### src/rtl/midi_msg_parser.sv
// midi_msg_parser: assembles raw MIDI bytes into whole channel/system messages.
// Handles running status, real-time interleaving and SysEx discarding.

`ifndef MIDI_CMD_SIZE
`define MIDI_CMD_SIZE        4
`define MIDI_CMD_NOTE_OFF    4'd1
`define MIDI_CMD_NOTE_ON     4'd2
`define MIDI_CMD_AFTERTOUCH  4'd3
`define MIDI_CMD_CC          4'd4
`define MIDI_CMD_PATCH_CHG   4'd5
`define MIDI_CMD_CH_PRESSURE 4'd6
`define MIDI_CMD_PITCH_BEND  4'd7
`define MIDI_CMD_SYSTEM      4'd8
`endif

module midi_msg_parser #(
  parameter bit NOTE_ON_VEL0_IS_OFF = 1'b1
) (
  input  logic                      clk,
  input  logic                      reset,
  input  logic                      rx_byte_rdy,
  input  logic [7:0]                rx_byte,
  output logic                      midi_rdy,
  output logic [`MIDI_CMD_SIZE-1:0] midi_cmd,
  output logic [3:0]                midi_ch_sysn,
  output logic [6:0]                midi_data0,
  output logic [6:0]                midi_data1,
  output logic                      parse_err
);

  typedef enum logic [1:0] {S_IDLE, S_WAIT_D0, S_WAIT_D1, S_SYSEX} state_t;

  state_t                    r_state, w_state_nxt;
  logic [7:0]                r_status, w_status_nxt;  // status of message in progress / running status
  logic                      r_rs_vld, w_rs_vld_nxt;  // running status usable for bare data bytes
  logic [6:0]                r_d0, w_d0_nxt;          // first data byte of a 2-byte message

  logic                      r_rdy, r_err;
  logic [`MIDI_CMD_SIZE-1:0] r_cmd;
  logic [3:0]                r_ch;
  logic [6:0]                r_o_d0, r_o_d1;

  logic                      w_emit, w_err;
  logic [7:0]                w_e_stat;
  logic [6:0]                w_e_d0, w_e_d1;
  logic [`MIDI_CMD_SIZE-1:0] w_e_cmd;

  // Number of data bytes a status byte expects (only meaningful for statuses that wait).
  function automatic logic [1:0] f_need(input logic [7:0] s);
    if (s[7:4] == 4'hC || s[7:4] == 4'hD)      return 2'd1;
    else if (s == 8'hF1 || s == 8'hF3)         return 2'd1;
    else if (s == 8'hF6 || s[7:3] == 5'b11111) return 2'd0;
    else                                       return 2'd2;
  endfunction

  // Next-state, running-status tracking and message emission decode.
  always_comb begin
    w_state_nxt  = r_state;
    w_status_nxt = r_status;
    w_rs_vld_nxt = r_rs_vld;
    w_d0_nxt     = r_d0;
    w_emit       = 1'b0;
    w_err        = 1'b0;
    w_e_stat     = r_status;
    w_e_d0       = 7'd0;
    w_e_d1       = 7'd0;
    if (rx_byte_rdy) begin
      if (rx_byte >= 8'hF8) begin
        // real-time: emitted in place, everything else untouched
        w_emit   = 1'b1;
        w_e_stat = rx_byte;
      end else if (r_state == S_SYSEX) begin
        if (rx_byte == 8'hF7) w_state_nxt = S_IDLE;
      end else if (rx_byte[7]) begin
        // any other status byte abandons a partially collected message
        w_err       = (r_state == S_WAIT_D0) || (r_state == S_WAIT_D1);
        w_state_nxt = S_IDLE;
        if (rx_byte < 8'hF0) begin
          w_status_nxt = rx_byte;
          w_rs_vld_nxt = 1'b1;
          w_state_nxt  = S_WAIT_D0;
        end else begin
          case (rx_byte[3:0])
            4'h0: begin
              w_rs_vld_nxt = 1'b0;
              w_state_nxt  = S_SYSEX;
            end
            4'h1, 4'h2, 4'h3: begin
              w_rs_vld_nxt = 1'b0;
              w_status_nxt = rx_byte;
              w_state_nxt  = S_WAIT_D0;
            end
            4'h4, 4'h5: begin
              w_rs_vld_nxt = 1'b0;
              w_err        = 1'b1;
            end
            4'h6: begin
              w_rs_vld_nxt = 1'b0;
              w_emit       = 1'b1;
              w_e_stat     = rx_byte;
            end
            default: ;  // stray F7: ignored
          endcase
        end
      end else begin
        if (r_state == S_WAIT_D1) begin
          w_emit      = 1'b1;
          w_e_d0      = r_d0;
          w_e_d1      = rx_byte[6:0];
          w_state_nxt = S_IDLE;
        end else if (r_state == S_IDLE && !r_rs_vld) begin
          w_err = 1'b1;
        end else if (f_need(r_status) == 2'd1) begin
          w_emit      = 1'b1;
          w_e_d0      = rx_byte[6:0];
          w_state_nxt = S_IDLE;
        end else begin
          w_d0_nxt    = rx_byte[6:0];
          w_state_nxt = S_WAIT_D1;
        end
      end
    end
  end

  // Command code for the message being emitted.
  always_comb begin
    case (w_e_stat[7:4])
      4'h8:    w_e_cmd = `MIDI_CMD_NOTE_OFF;
      4'h9:    w_e_cmd = (NOTE_ON_VEL0_IS_OFF && w_e_d1 == 7'd0) ? `MIDI_CMD_NOTE_OFF
                                                                : `MIDI_CMD_NOTE_ON;
      4'hA:    w_e_cmd = `MIDI_CMD_AFTERTOUCH;
      4'hB:    w_e_cmd = `MIDI_CMD_CC;
      4'hC:    w_e_cmd = `MIDI_CMD_PATCH_CHG;
      4'hD:    w_e_cmd = `MIDI_CMD_CH_PRESSURE;
      4'hE:    w_e_cmd = `MIDI_CMD_PITCH_BEND;
      default: w_e_cmd = `MIDI_CMD_SYSTEM;
    endcase
  end

  // State, parse context and registered output bus; bus fields only move with midi_rdy.
  always_ff @(posedge clk) begin
    if (reset) begin
      r_state  <= S_IDLE;
      r_status <= 8'd0;
      r_rs_vld <= 1'b0;
      r_d0     <= 7'd0;
      r_rdy    <= 1'b0;
      r_err    <= 1'b0;
      r_cmd    <= '0;
      r_ch     <= 4'd0;
      r_o_d0   <= 7'd0;
      r_o_d1   <= 7'd0;
    end else begin
      r_state  <= w_state_nxt;
      r_status <= w_status_nxt;
      r_rs_vld <= w_rs_vld_nxt;
      r_d0     <= w_d0_nxt;
      r_rdy    <= w_emit;
      r_err    <= w_err;
      if (w_emit) begin
        r_cmd  <= w_e_cmd;
        r_ch   <= w_e_stat[3:0];
        r_o_d0 <= w_e_d0;
        r_o_d1 <= w_e_d1;
      end
    end
  end

  assign midi_rdy     = r_rdy;
  assign parse_err    = r_err;
  assign midi_cmd     = r_cmd;
  assign midi_ch_sysn = r_ch;
  assign midi_data0   = r_o_d0;
  assign midi_data1   = r_o_d1;

endmodule
### config.mk
export PLATFORM = sky130hd
export DESIGN_NAME = midi_msg_parser
export DESIGN_NICKNAME = d
export VERILOG_FILES = /design/src/rtl/midi_msg_parser.sv
export SDC_FILE = /design/constraint.sdc
export NUM_CORES = 1
export LEC_CHECK = 0
export CAP_MARGIN = 20
export CORE_ASPECT_RATIO = 0.9
export CORE_MARGIN = 4
export CORE_UTILIZATION = 51
export DETAILED_ROUTE_END_ITERATION = 8
export GPL_ROUTABILITY_DRIVEN = 0
export HOLD_SLACK_MARGIN = 0.03
export PLACE_DENSITY = 0.87
export SYNTH_ARGS = -nofsm -noshare
export SYNTH_HDL_FRONTEND = slang
export SYNTH_SLANG_ARGS = --single-unit
### constraint.sdc
create_clock -name clk -period 2.6 [get_ports clk]
set_clock_uncertainty 0.05 [all_clocks]
set_input_delay 0.39 -clock clk [delete_from_list [all_inputs] [get_ports clk]]
set_output_delay 0.39 -clock clk [all_outputs]
set_load 0.01 [all_outputs]
==> metrics.log, run 1 <==
INFO  metric achievable-frequency = 426 MHz
INFO  metric ctsHoldBuffers = 0
INFO  metric ctsHtreeMaxLevel = 2
INFO  metric grt_max_degree = 23
INFO  metric ys_seq_area_share = 44.5%
INFO  metric cts-root-to-sink-buffers = 2
INFO  metric req_time_crit_path = 2.78 ns
INFO  metric tritoncts = built
INFO  metric overflow = 0
INFO  metric worst-path-max-fanout = 2
INFO  metric num_antenna_cells = 0
INFO  metric report.final.slew_viol_count = 0
INFO  metric cts-root-buf = sky130_fd_sc_hd__clkbuf_8
INFO  metric dp.final_hpwl = 3280 um
INFO  metric global_route.usage.total = between 20% and 30%
INFO  metric grt_pass1_wl = 7760 um
INFO  metric design_power_total = roughly 1.3 mW
INFO  metric first_global_vias = roughly 1700
INFO  metric instances_no_fill = between 200 and 300
INFO  metric route.vias.total = 1683
INFO  metric core-area = 3480 sq um
INFO  metric drc_errors = 0
INFO  metric outcome = completed
INFO  metric syn-mean-instance-area = 9.75 sq um
INFO  metric synthXorXnorAreaFrac = 0.463%
INFO  metric num-nets-final = 254
INFO  metric critical_path_arrival = 2.53 ns
INFO  metric synth_adder_area_share = ~2.0%
INFO  metric yosysUniqueCellTypes = 55
INFO  metric netlist_area = 1890 sq um
INFO  metric synth_simple_gate_area_share = 17.5%
INFO  metric floorplan.io_pins = 35
INFO  metric synthFlopType = sky130_fd_sc_hd__dfxtp_1
INFO  metric min-delay-path-class = flop to flop
INFO  metric pwr_density_cell = 517 nW/um^2
INFO  metric placed_cells_incl_taps = 277
INFO  metric postRouteWirelength = 4580 um
INFO  metric insertion_delay_to_the_later_sink_of_the_worst_skew_pair = 0.30 ns
INFO  metric worst-r2r-cell-count = 8
INFO  metric rows = 20
INFO  metric rsz_0062_raised_after_global_routing = false
INFO  metric finalSetupViolations = 0
INFO  metric place.port_buffers = 34
INFO  metric synth_edf_count = 0
INFO  metric critical_path.endpoint_type = flop
INFO  metric cts.sinks = 42
INFO  metric warning_count_from_the_yosys_run = 0
INFO  metric leakagePower = approximately 0.91 nW
INFO  metric routedWlPerCell = 16.1 um
INFO  metric cts.clk_slew.worst_paths = 0.08 ns
INFO  metric max-vdd-ir-drop = 355 uV
INFO  metric synth.ff_latch_count = 42
INFO  metric starting_density = a little over half
INFO  metric numCtsBuffers = 5
INFO  metric final_layout_size_suffix_gt1_share = 14.5%
INFO  metric synth_nets = 208
INFO  metric muxShareOfSynthArea = 7.41%
INFO  metric antenna_found_initial = 0
INFO  metric detailedRoute.firstIterationViolations = 141
INFO  metric post-route-period-util = roughly nine tenths
INFO  metric hold_viol = 0
INFO  metric critPathLaunchType = input port
INFO  metric ant_nets = 0
INFO  metric asyncSetResetFlopFracSynth = 0%
INFO  metric chipWidth = 72.2 um
INFO  metric post_drt_via_cell_ratio = between 5 and 6
INFO  metric synth-compound-area-share = around 22%
INFO  metric synth_top_family_by_area = compound AO/OA/AOI/OAI gates
INFO  metric die_area = 4750 sq um
INFO  metric critical_path_class = input port to flop
INFO  metric maxCapViolCount = 0
INFO  metric hold_path_depth = 1
INFO  metric die_height = 65.8 um
INFO  metric syn_to_final_growth = 29.3%
INFO  metric layout_min_cycle_time = 2.35 ns
INFO  metric timing.max_slew.rel_slack = 33.7%
INFO  metric drt_pass1_iterations = 5
INFO  metric tightest_slew = 0.995 ns
INFO  metric post-cts-setup-buffers = 0
INFO  metric post_synth_inst_count = 194
area by class of cell:
cell class                 count  area [sq um]
timing repair buffer          52           488
inverter                       7          26.3
clock inverter                 2          13.8
sequential                    42           841
fill                         272          1030
multi-input combinational    132           947
tap                           44          55.1
clock buffer                   6          72.6
sequential cells by signal, indices dropped and copies added (netlist names):
name / cells
midi_rdy: 1
midi_data1: 7
r_status: 8
midi_cmd: 4
r_state: 2
r_rs_vld: 1
parse_err: 1
midi_data0: 7
midi_ch_sysn: 4
r_d0: 7
cell families (layout without fill, tap and decap cells):
group / after synthesis / after routing
AND/OR/NAND/NOR: 59 / 59
AO/OA/AOI/OAI: 55 / 55
flip-flops: 42 / 42
buffers and inverters: 20 / 67
multiplexers: 14 / 14
adder cells (fa/ha/maj): 3 / 3
XOR/XNOR: 1 / 1
worst paths after layout:
path / startpoint / to / slack, ns
max: rx_byte[2] / midi_cmd[0]$_SDFFE_PP0P_ / 0.25
max reg2reg: r_state[0]$_SDFFE_PP0P_ / midi_cmd[2]$_SDFFE_PP0P_ / 0.30
min: midi_data0[3]$_SDFFE_PP0P_ / midi_data0[3]$_SDFFE_PP0P_ / 0.42
min reg2reg: midi_data0[3]$_SDFFE_PP0P_ / midi_data0[3]$_SDFFE_PP0P_ / 0.42
cell usage in the layout, fill, tap and decap left out, types with 2 or more instances in the layout:
cell type / instances
sky130_fd_sc_hd__dfxtp_1: 42
sky130_fd_sc_hd__clkdlybuf4s50_1: 34
sky130_fd_sc_hd__nor2_1: 21
sky130_fd_sc_hd__buf_4: 17
sky130_fd_sc_hd__mux2i_1: 14
sky130_fd_sc_hd__nand2_1: 9
sky130_fd_sc_hd__a21oi_1: 8
sky130_fd_sc_hd__o2bb2ai_1: 8
sky130_fd_sc_hd__a22o_1: 8
sky130_fd_sc_hd__a22oi_1: 7
sky130_fd_sc_hd__inv_1: 6
sky130_fd_sc_hd__clkbuf_8: 5
sky130_fd_sc_hd__o31ai_1: 4
sky130_fd_sc_hd__o21ai_0: 3
sky130_fd_sc_hd__nand3b_1: 3
sky130_fd_sc_hd__nand4_1: 3
sky130_fd_sc_hd__o21ai_1: 3
sky130_fd_sc_hd__ha_1: 3
sky130_fd_sc_hd__or3_1: 2
sky130_fd_sc_hd__nand2b_1: 2
sky130_fd_sc_hd__nand3_1: 2
sky130_fd_sc_hd__a211o_1: 2
sky130_fd_sc_hd__o32ai_1: 2
sky130_fd_sc_hd__nor3_1: 2
worst max-delay path: stages:
cell,delay (ns)
sky130_fd_sc_hd__clkdlybuf4s50_1,0.42
sky130_fd_sc_hd__or4_4,0.55
sky130_fd_sc_hd__or4_1,0.40
sky130_fd_sc_hd__a211o_1,0.28
sky130_fd_sc_hd__a211o_1,0.31
sky130_fd_sc_hd__a211oi_2,0.17
stage by stage:
step	worst slack [ns]	hold slack, ns	TNS [ns]	instance area (sq um)	util, %
floorplan	0.335	0.405	0	1890	-
global placement	-0.0594	0.397	-0.510	2350	67.6
detailed placement	-0.0697	0.397	-0.436	2350	67.6
CTS	0.212	0.421	0	2440	70.1
global route	0.108	0.436	0	2440	70.3
finish	0.250	0.419	0	2440	70.3
report_power, final:
part | leakage (nW) | switching, mW | internal, mW | total [mW]
registers | 0.341 | 0.0165 | 0.662 | 0.679
clock network | 0.0452 | 0.229 | 0.189 | 0.419
logic | 0.524 | 0.0877 | 0.0778 | 0.166
what timing repair did:
| item | CTS | global route |
|---|---|---|
| setup endpoints to repair | 0 | 4 |
| resized for setup | 0 | 1 |
| hold endpoints to repair | 0 | 0 |
synthesized netlist by cell type (3+ instances only):
| master | n | area, sq um |
|---|---|---|
| sky130_fd_sc_hd__a21oi_1 | 8 | 40.0 |
| sky130_fd_sc_hd__a22o_1 | 8 | 70.1 |
| sky130_fd_sc_hd__a22oi_1 | 7 | 52.6 |
| sky130_fd_sc_hd__clkbuf_1 | 6 | 22.5 |
| sky130_fd_sc_hd__dfxtp_1 | 42 | 841 |
| sky130_fd_sc_hd__ha_1 | 3 | 37.5 |
| sky130_fd_sc_hd__inv_1 | 6 | 22.5 |
| sky130_fd_sc_hd__mux2i_1 | 14 | 140 |
| sky130_fd_sc_hd__nand2_1 | 9 | 33.8 |
| sky130_fd_sc_hd__nand3b_1 | 3 | 22.5 |
| sky130_fd_sc_hd__nand4_1 | 3 | 18.8 |
| sky130_fd_sc_hd__nor2_1 | 21 | 78.8 |
| sky130_fd_sc_hd__o21ai_0 | 3 | 15.0 |
| sky130_fd_sc_hd__o21ai_1 | 3 | 15.0 |
| sky130_fd_sc_hd__o2bb2ai_1 | 8 | 70.1 |
| sky130_fd_sc_hd__o31ai_1 | 4 | 30.0 |
layer usage:
metal  wire length [um]  GRT usage, %  up-vias
met4                 69          7.51        0
met3                301          5.96        6
met1               2040          27.0      806
li1                   -             -      804
met2               2170          33.3       67
met5                  0             0        -
No activity file was read; power rests on OpenSTA's default activity.
==> inputs of run 2 (changes only) <==
- CTS_CLUSTER_SIZE: default -> 14
- SKIP_CTS_REPAIR_TIMING: default -> 1
==> results of run 2 <==
Final layout, timing and power as in run 1 (identical DEF).
